File: src/rtl/sisc_pkg.sv
// sisc_pkg: shared constants, buffer depth and fetch FSM states for the SISC fetch unit.
// Latency: none (declarations only).
// Backpressure: none. IFETCH_PREFETCH_EN selects a 2-entry instruction buffer; otherwise it has 1 entry.
package sisc_pkg;

   localparam int AW_DEF = 16;
   localparam int DW_DEF = 32;

   localparam logic [3:0]  OP_HLT = 4'hF;
   localparam logic [31:0] IR_NOP = 32'h0000_0000;

`ifdef IFETCH_PREFETCH_EN
   localparam int IFB_DEPTH = 2;
`else
   localparam int IFB_DEPTH = 1;
`endif

   typedef enum logic [1:0] {
      ST_IDLE  = 2'd0,
      ST_REQ   = 2'd1,
      ST_DRAIN = 2'd2,
      ST_HALT  = 2'd3
   } fetch_state_e;

   // An instruction is HLT when its opcode nibble is all ones.
   function automatic logic is_hlt(input logic [3:0] opcode);
      return opcode == OP_HLT;
   endfunction

endpackage

File: src/rtl/sisc_ifetch_if.sv
// sisc_ifetch_if: bundles the instruction-memory bus, the ir handshake and the redirect inputs.
// Latency: none (wiring only).
// Backpressure: imem_ack stalls the fetcher's request; ir_take drains ir.
interface sisc_ifetch_if #(
   parameter int AW = sisc_pkg::AW_DEF,
   parameter int DW = sisc_pkg::DW_DEF
);
   logic [AW-1:0] imem_addr;
   logic          imem_req;
   logic          imem_ack;
   logic [DW-1:0] imem_rdata;
   logic [DW-1:0] ir;
   logic          ir_valid;
   logic          ir_take;
   logic [AW-1:0] ir_pc;
   logic          br_en;
   logic [AW-1:0] br_addr;
   logic          halted;

   // Fetch-unit side.
   modport master (
      output imem_addr, imem_req, ir, ir_valid, ir_pc, halted,
      input  imem_ack, imem_rdata, ir_take, br_en, br_addr
   );

   // Memory/control side.
   modport slave (
      input  imem_addr, imem_req, ir, ir_valid, ir_pc, halted,
      output imem_ack, imem_rdata, ir_take, br_en, br_addr
   );
endinterface

File: src/rtl/sisc_ifetch_buf.sv
// sisc_ifetch_buf: instruction buffer of {ir, pc} pairs. Depth is 2 with IFETCH_PREFETCH_EN, else 1.
// Latency: a push is visible at the head one cycle later. The head is a register, so outputs are registered.
// Backpressure: the caller must not push when full. A flush empties the buffer and overrides push and pop.
module sisc_ifetch_buf
   import sisc_pkg::*;
#(
   parameter int AW = AW_DEF,
   parameter int DW = DW_DEF
) (
   input  logic          clk,
   input  logic          rst_f,
   input  logic          push_i,
   input  logic [DW-1:0] push_ir_i,
   input  logic [AW-1:0] push_pc_i,
   input  logic          pop_i,
   input  logic          flush_i,
   output logic          full_o,
   output logic          empty_o,
   output logic [1:0]    cnt_o,
   output logic          head_vld_o,
   output logic [DW-1:0] head_ir_o,
   output logic [AW-1:0] head_pc_o
);

   logic          vld0_q, vld0_d;
   logic [DW-1:0] ir0_q, ir0_d;
   logic [AW-1:0] pc0_q, pc0_d;
`ifdef IFETCH_PREFETCH_EN
   logic          vld1_q, vld1_d;
   logic [DW-1:0] ir1_q, ir1_d;
   logic [AW-1:0] pc1_q, pc1_d;
`endif

   // Next-state logic. The pop is applied first, so a simultaneous push
   // lands in the slot that the pop has just freed.
   always_comb begin
      vld0_d = vld0_q;
      ir0_d  = ir0_q;
      pc0_d  = pc0_q;
`ifdef IFETCH_PREFETCH_EN
      vld1_d = vld1_q;
      ir1_d  = ir1_q;
      pc1_d  = pc1_q;
`endif
      if (flush_i) begin
         vld0_d = 1'b0;
`ifdef IFETCH_PREFETCH_EN
         vld1_d = 1'b0;
`endif
      end else begin
         if (pop_i) begin
`ifdef IFETCH_PREFETCH_EN
            vld0_d = vld1_q;
            ir0_d  = ir1_q;
            pc0_d  = pc1_q;
            vld1_d = 1'b0;
`else
            vld0_d = 1'b0;
`endif
         end
         if (push_i) begin
            if (!vld0_d) begin
               vld0_d = 1'b1;
               ir0_d  = push_ir_i;
               pc0_d  = push_pc_i;
            end
`ifdef IFETCH_PREFETCH_EN
            else begin
               vld1_d = 1'b1;
               ir1_d  = push_ir_i;
               pc1_d  = push_pc_i;
            end
`endif
         end
      end
   end

   // Buffer registers. On reset the head shows a NOP at pc 0.
   always_ff @(posedge clk or negedge rst_f) begin
      if (!rst_f) begin
         vld0_q <= 1'b0;
         ir0_q  <= DW'(IR_NOP);
         pc0_q  <= '0;
`ifdef IFETCH_PREFETCH_EN
         vld1_q <= 1'b0;
         ir1_q  <= DW'(IR_NOP);
         pc1_q  <= '0;
`endif
      end else begin
         vld0_q <= vld0_d;
         ir0_q  <= ir0_d;
         pc0_q  <= pc0_d;
`ifdef IFETCH_PREFETCH_EN
         vld1_q <= vld1_d;
         ir1_q  <= ir1_d;
         pc1_q  <= pc1_d;
`endif
      end
   end

`ifdef IFETCH_PREFETCH_EN
   assign full_o = vld1_q;
   assign cnt_o  = {1'b0, vld0_q} + {1'b0, vld1_q};
`else
   assign full_o = vld0_q;
   assign cnt_o  = {1'b0, vld0_q};
`endif
   assign empty_o    = !vld0_q;
   assign head_vld_o = vld0_q;
   assign head_ir_o  = ir0_q;
   assign head_pc_o  = pc0_q;

endmodule

File: src/rtl/sisc_ifetch.sv
// sisc_ifetch: owns the fetch PC, reads instruction words over imem req/ack and presents them on ir with valid/take. IFETCH_PREFETCH_EN enables the 2-entry buffer.
// Latency: with a single-cycle memory, ir_valid rises one edge after imem_req. A redirect drives imem_addr one edge after br_en.
// Backpressure: no request is issued while the buffer is full or a HLT is buffered. A request is held with a stable address until imem_ack.
module sisc_ifetch
   import sisc_pkg::*;
#(
   parameter int AW = AW_DEF,
   parameter int DW = DW_DEF
) (
   input  logic          clk,
   input  logic          rst_f,
   sisc_ifetch_if.master bus
);

   fetch_state_e  state_q, state_d;
   logic [AW-1:0] pc_q, pc_d;
   logic [AW-1:0] addr_q, addr_d;
   logic          req_q, req_d;
   logic          stop_q, stop_d;
   logic          halted_q, halted_d;

   logic          flush, pop, push, word_hlt, head_hlt, slot_left;
   logic          buf_full, buf_empty, head_vld;
   logic [1:0]    buf_cnt;
   logic [DW-1:0] head_ir;
   logic [AW-1:0] head_pc;

   // A redirect flushes the buffer in every state except HALT.
   // The flush overrides a pop issued in the same cycle.
   assign flush     = bus.br_en && (state_q != ST_HALT);
   assign pop       = bus.ir_take && head_vld && !flush;
   assign push      = (state_q == ST_REQ) && bus.imem_ack && !flush;
   assign word_hlt  = is_hlt(bus.imem_rdata[DW-1 -: 4]);
   assign head_hlt  = is_hlt(head_ir[DW-1 -: 4]);
   assign slot_left = (buf_cnt + 2'd1 - {1'b0, pop}) < 2'(IFB_DEPTH);

   sisc_ifetch_buf #(.AW(AW), .DW(DW)) u_buf (
      .clk       (clk),
      .rst_f     (rst_f),
      .push_i    (push),
      .push_ir_i (bus.imem_rdata),
      .push_pc_i (addr_q),
      .pop_i     (pop),
      .flush_i   (flush),
      .full_o    (buf_full),
      .empty_o   (buf_empty),
      .cnt_o     (buf_cnt),
      .head_vld_o(head_vld),
      .head_ir_o (head_ir),
      .head_pc_o (head_pc)
   );

   // Next fetch state, fetch PC and stop flag. The bus outputs are derived
   // from the next state so that they leave the flops directly.
   always_comb begin
      state_d = state_q;
      pc_d    = pc_q;
      stop_d  = stop_q;
      case (state_q)
         ST_IDLE: begin
            if (flush) begin
               pc_d    = bus.br_addr;
               stop_d  = 1'b0;
               state_d = ST_REQ;
            end else if (!buf_full && !stop_q) begin
               state_d = ST_REQ;
            end
         end
         ST_REQ: begin
            if (flush) begin
               pc_d    = bus.br_addr;
               stop_d  = 1'b0;
               // If the request has not been acked yet, it must finish before the target is fetched.
               state_d = bus.imem_ack ? ST_REQ : ST_DRAIN;
            end else if (bus.imem_ack) begin
               pc_d = pc_q + AW'(1);
               if (word_hlt) begin
                  stop_d = 1'b1;
               end
               state_d = (slot_left && !word_hlt) ? ST_REQ : ST_IDLE;
            end
         end
         ST_DRAIN: begin
            if (flush) begin
               pc_d   = bus.br_addr;
               stop_d = 1'b0;
            end
            if (bus.imem_ack) begin
               state_d = ST_REQ;
            end
         end
         default: ;
      endcase
      if (pop && head_hlt) begin
         state_d = ST_HALT;
      end
   end

   // Registered bus outputs. During DRAIN the address of the stale request is held.
   always_comb begin
      req_d    = (state_d == ST_REQ) || (state_d == ST_DRAIN);
      addr_d   = (state_d == ST_REQ) ? pc_d : addr_q;
      halted_d = (state_d == ST_HALT);
   end

   // Fetch state registers.
   always_ff @(posedge clk or negedge rst_f) begin
      if (!rst_f) begin
         state_q  <= ST_IDLE;
         pc_q     <= '0;
         addr_q   <= '0;
         req_q    <= 1'b0;
         stop_q   <= 1'b0;
         halted_q <= 1'b0;
      end else begin
         state_q  <= state_d;
         pc_q     <= pc_d;
         addr_q   <= addr_d;
         req_q    <= req_d;
         stop_q   <= stop_d;
         halted_q <= halted_d;
      end
   end

   assign bus.imem_req  = req_q;
   assign bus.imem_addr = addr_q;
   assign bus.ir        = head_ir;
   assign bus.ir_pc     = head_pc;
   assign bus.ir_valid  = head_vld;
   assign bus.halted    = halted_q;

endmodule

File: src/flat_wrapper.sv
// flat-port wrapper written by rule: the top's interface ports become plain ports
module sisc_ifetch_flat import sisc_pkg::*;
#(
   parameter int AW = AW_DEF,
   parameter int DW = DW_DEF
)
  (clk, rst_f, bus_imem_addr, bus_imem_req, bus_ir, bus_ir_valid, bus_ir_pc, bus_halted, bus_imem_ack, bus_imem_rdata, bus_ir_take, bus_br_en, bus_br_addr);
  sisc_ifetch_if #(.AW(AW), .DW(DW)) bus_i ();
  input  logic clk;
  input  logic rst_f;
  output wire logic [$bits(bus_i.imem_addr)-1:0] bus_imem_addr;
  output wire logic [$bits(bus_i.imem_req)-1:0] bus_imem_req;
  output wire logic [$bits(bus_i.ir)-1:0] bus_ir;
  output wire logic [$bits(bus_i.ir_valid)-1:0] bus_ir_valid;
  output wire logic [$bits(bus_i.ir_pc)-1:0] bus_ir_pc;
  output wire logic [$bits(bus_i.halted)-1:0] bus_halted;
  input wire logic [$bits(bus_i.imem_ack)-1:0] bus_imem_ack;
  input wire logic [$bits(bus_i.imem_rdata)-1:0] bus_imem_rdata;
  input wire logic [$bits(bus_i.ir_take)-1:0] bus_ir_take;
  input wire logic [$bits(bus_i.br_en)-1:0] bus_br_en;
  input wire logic [$bits(bus_i.br_addr)-1:0] bus_br_addr;
  assign bus_imem_addr = bus_i.imem_addr;
  assign bus_imem_req = bus_i.imem_req;
  assign bus_ir = bus_i.ir;
  assign bus_ir_valid = bus_i.ir_valid;
  assign bus_ir_pc = bus_i.ir_pc;
  assign bus_halted = bus_i.halted;
  assign bus_i.imem_ack = bus_imem_ack;
  assign bus_i.imem_rdata = bus_imem_rdata;
  assign bus_i.ir_take = bus_ir_take;
  assign bus_i.br_en = bus_br_en;
  assign bus_i.br_addr = bus_br_addr;
  sisc_ifetch #(.AW(AW), .DW(DW)) u_core (.clk(clk), .rst_f(rst_f), .bus(bus_i));
endmodule
File: config.mk
export PLATFORM = sky130hd
export DESIGN_NAME = sisc_ifetch_flat
export DESIGN_NICKNAME = d
export VERILOG_FILES = /design/src/rtl/sisc_pkg.sv /design/src/rtl/sisc_ifetch_if.sv /design/src/rtl/sisc_ifetch_buf.sv /design/src/rtl/sisc_ifetch.sv /design/src/flat_wrapper.sv
export SDC_FILE = /design/constraint.sdc
export NUM_CORES = 1
export LEC_CHECK = 0
export CORE_MARGIN = 5
export CORE_UTILIZATION = 33
export CTS_CLUSTER_SIZE = 12
export DETAILED_ROUTE_END_ITERATION = 12
export HOLD_SLACK_MARGIN = 0.1
export PLACE_DENSITY = 0.57
export SYNTH_ARGS = -nofsm -noshare
export SYNTH_HDL_FRONTEND = slang
export SYNTH_SLANG_ARGS = --single-unit
File: constraint.sdc
create_clock -name clk -period 3.4 [get_ports clk]
set_input_delay 0.68 -clock clk [delete_from_list [all_inputs] [get_ports clk]]
set_output_delay 0.68 -clock clk [all_outputs]
set_load 0.01 [all_outputs]
==> results by group <==
Floorplan
  – Number of rows in the core area: 39
  – Io pins: 120
  – Die extent in y: 118.6 um
  – Core Region: 0.01147 sq mm
  – Starting density of the core: 33.93%
  – Die area: 0.01406 sq mm
  – Chip width: 118.6 um

Synth
  – Ys Warns: 0
  – Netlist area before placement: 0.003891 sq mm
  – Cell count after synthesis: 332
  – Async SR Flop Fraction: 100.0%
  – Number of synthesized flops with an enable pin: 0
  – Share of the synthesized area in the top cell type: 55.31%
  – Main flop type after synthesis: sky130_fd_sc_hd__dfrtp_1
  – Yosys top cell by area: sky130_fd_sc_hd__dfrtp_1
  – Area contributors post-synth: sky130_fd_sc_hd__dfrtp_1 (55%), sky130_fd_sc_hd__mux2_2 (15%), sky130_fd_sc_hd__nand3_1 (2.3%), sky130_fd_sc_hd__o21ai_0 (2.2%), sky130_fd_sc_hd__nand2_1 (1.8%)
  – Post-synthesis cell type count: 51
  – Flip-flop and latch count after synthesis: 86
  – Synthesized Nets: 388
  – Mean instance size in the synthesized netlist: 11.72 sq um
  – Fraction of the yosys area taken by sequential cells: 55.31%

Place
  – Placed standard-cell area: 0.005236 sq mm
  – Placer's final routability congestion estimate: 0.7829
  – Port bufs: 119
  – DP HPWL: 6.713 mm

Clock tree
  – Library cell used as clock root buffer: sky130_fd_sc_hd__clkbuf_16
  – Clock tree from TritonCTS: done
  – Maximum clock path buffer count: 2
  – Sinks on the clock net: 86
  – Post-CTS setup repair buffer count: 0
  – Clock buffer count from CTS: 9
  – CTS HTree Levels: 3
  – Worst skew pair latency: 0.34 ns
  – Clk pin slew, worst setup/hold paths: 0.06 ns
  – CTS resizes: 0
  – Post-CTS Hold Buffers: 0

Pwr
  – Maximum vdd ir drop: 0.0004629 V
  – Total power per unit cell area: 935.0 mW/mm^2
  – Standby leakage power: 0.002271 uW

Critical path
  – Worst Setup Path Type: input port to flip-flop
  – Largest fanout on the critical path: 37
  – Worst setup path start: bus_imem_ack
  – Nature of the critical path startpoint: input port
  – Crit. End Element: flip-flop
  – Arrival time at the worst endpoint: 2.72 ns
  – Start of the worst register-to-register path: u_core.state_q[0]
  – CP Data Required Time: 3.61 ns

STA
  – Max_slew headroom: 27.00%
  – Shortest clock period the worst path allows after layout: 2.504 ns
  – Maximum clock frequency: 399.4 MHz
  – Total negative setup slack: 0 ns
  – Skew final: 0.009067 ns
  – Fin. Hold Viols: 0
  – Worst Tran Pin Value: 1.095 ns
  – Post-route clock period utilization: 73.65%
  – Setup repair after global routing missed its margin: no
  – Max Transition Viols Final: 0
  – Setup violators final: 0

Final layout
  – Share of layout cells above drive strength 1: 17.66%
  – Count of antenna diodes in the layout: 0
  – Most common cell after layout, fill and taps aside: sky130_fd_sc_hd__clkdlybuf4s50_1
  – Final layout net count: 506
  – Most used cells in the layout excluding fill and tap cells: sky130_fd_sc_hd__clkdlybuf4s50_1 (118), sky130_fd_sc_hd__dfrtp_1 (86), sky130_fd_sc_hd__mux2_2 (51)
  – Final Cell Area: 0.005515 sq mm
  – Layout overhead on the synthesized area: 41.74%

Global route
  – Total Routing Usage GR: 13.94%
  – Vias in the first global route: 3,115
  – Number of antenna violations at the first check in global routing: 0
  – Grt ovf: 0
  – Pin count of the biggest net entering global routing: 87
  – Global-route wire length before repair: 16.01 mm

Route
  – Number of iterations in the first detailed-routing pass: 4
  – Wire length per cell: 15.98 um
  – Total Routed Length: 9.524 mm
  – Number of nets with antenna violations after routing: 0
  – Routed via count: 2,994
  – Per-cell via count in the routed design: 5.023
  – First-iteration detailed-routing DRC count: 125
  – Number of design rule violations left after detail routing: 0

Run status
  – Status: finished clean

Worst hold path
  – Worst hold start: u_core.u_buf.head_pc_o[13]
  – Type of the most critical hold path: flip-flop to flip-flop

Flow run
  – Count of max-cap constraint violations: 0
[stage by stage]
stage	hold WS, ns	cells	utilization, %	setup WS, ns	total power (uW)
2_1_floorplan	0.3844	332	-	0.6276	3070
3_3_place_gp	0.4863	582	45.66	0.5873	4221
3_5_place_dp	0.4918	582	45.66	0.5318	4261
4_1_cts	0.5051	596	48.10	0.9011	5245
5_1_grt	0.5130	596	48.10	0.7400	5543
6_report	0.4999	596	48.10	0.8960	5157
[path summary, 6_finish.rpt]
kind                                              endpoint  slack, ns  cells after the start
worst min register to register  u_core.u_buf.head_pc_o[13]       0.50                      1
max in group asynchronous        u_core.u_buf.head_pc_o[3]       2.15                      1
worst max register to register    u_core.bus.imem_addr[15]       1.06                      9
worst max-delay path              u_core.bus.imem_addr[11]       0.90                      8
min in group asynchronous       u_core.u_buf.head_pc_o[14]       0.55                      1
worst min-delay path            u_core.u_buf.head_pc_o[13]       0.50                      1
[final cells by class]
type	count	area, sq um
fill	1082	5952
inverter	12	45.04
multi-input combinational	216	1614
clock inverter	4	50.05
clock buffer	10	229.0
tap	143	178.9
timing repair buffer	125	1246
sequential	86	2152
[cell families after synthesis]
group                    after synthesis  share of synthesized area [%]
multiplexers                          52                          15.02
XOR/XNOR                              10                          2.251
flip-flops                            86                          55.31
AND/OR/NAND/NOR                       93                          13.44
adder cells (fa/ha/maj)                3                         0.9647
buffers and inverters                 30                          3.279
AO/OA/AOI/OAI                         58                          9.743
[registers in the layout, indices dropped and copies added, names as in the netlist]
name,flops
u_core.state_q,2
u_core.pc_q,16
u_core.bus.halted,1
u_core.bus.imem_req,1
u_core.stop_q,1
u_core.u_buf.head_ir_o,32
u_core.bus.imem_addr,16
u_core.u_buf.head_pc_o,16
u_core.u_buf.full_o,1
[Yosys cell counts (2+ instances only)]
library cell / count
sky130_fd_sc_hd__a21bo_2: 2
sky130_fd_sc_hd__a21oi_1: 10
sky130_fd_sc_hd__a22oi_1: 3
sky130_fd_sc_hd__a31oi_1: 7
sky130_fd_sc_hd__a32oi_1: 3
sky130_fd_sc_hd__and2_1: 2
sky130_fd_sc_hd__and4_1: 3
sky130_fd_sc_hd__and4b_1: 2
sky130_fd_sc_hd__buf_2: 3
sky130_fd_sc_hd__buf_4: 3
sky130_fd_sc_hd__clkbuf_1: 11
sky130_fd_sc_hd__dfrtp_1: 86
sky130_fd_sc_hd__ha_1: 3
sky130_fd_sc_hd__inv_1: 12
sky130_fd_sc_hd__mux2_2: 51
sky130_fd_sc_hd__nand2_1: 19
sky130_fd_sc_hd__nand2b_1: 3
sky130_fd_sc_hd__nand3_1: 18
sky130_fd_sc_hd__nand3b_1: 3
sky130_fd_sc_hd__nand4_1: 2
sky130_fd_sc_hd__nor2_1: 17
sky130_fd_sc_hd__nor2b_1: 6
sky130_fd_sc_hd__nor3_1: 2
sky130_fd_sc_hd__nor4_1: 5
sky130_fd_sc_hd__o21ai_0: 17
sky130_fd_sc_hd__o221ai_1: 4
sky130_fd_sc_hd__or3_1: 3
sky130_fd_sc_hd__xnor2_1: 8
sky130_fd_sc_hd__xor2_1: 2
[where the power goes]
| part | total (uW) | switching, uW | internal, uW |
|---|---|---|---|
| clock | 949 | 389 | 560 |
| combinational | 2290 | 972 | 1320 |
| sequential | 1920 | 386 | 1530 |
[worst max-delay path: stages]
cell,delay (ns)
sky130_fd_sc_hd__clkdlybuf4s50_1,0.63
sky130_fd_sc_hd__nand2_1,0.13
sky130_fd_sc_hd__o21ai_0,0.15
sky130_fd_sc_hd__a32oi_1,0.17
sky130_fd_sc_hd__ha_1,0.25
sky130_fd_sc_hd__buf_12,0.18
sky130_fd_sc_hd__and4b_1,0.18
sky130_fd_sc_hd__or3_1,0.33
[per-layer routing]
metal / track usage [%] / vias up / wire length [um]
met5: 0 / - / 0
met4: 5.528 / 0 / 170
met3: 3.343 / 17 / 448
met2: 22.55 / 70 / 4698
met1: 18.01 / 1476 / 4207
li1: - / 1431 / -
Power figures use the tool's default switching activity.
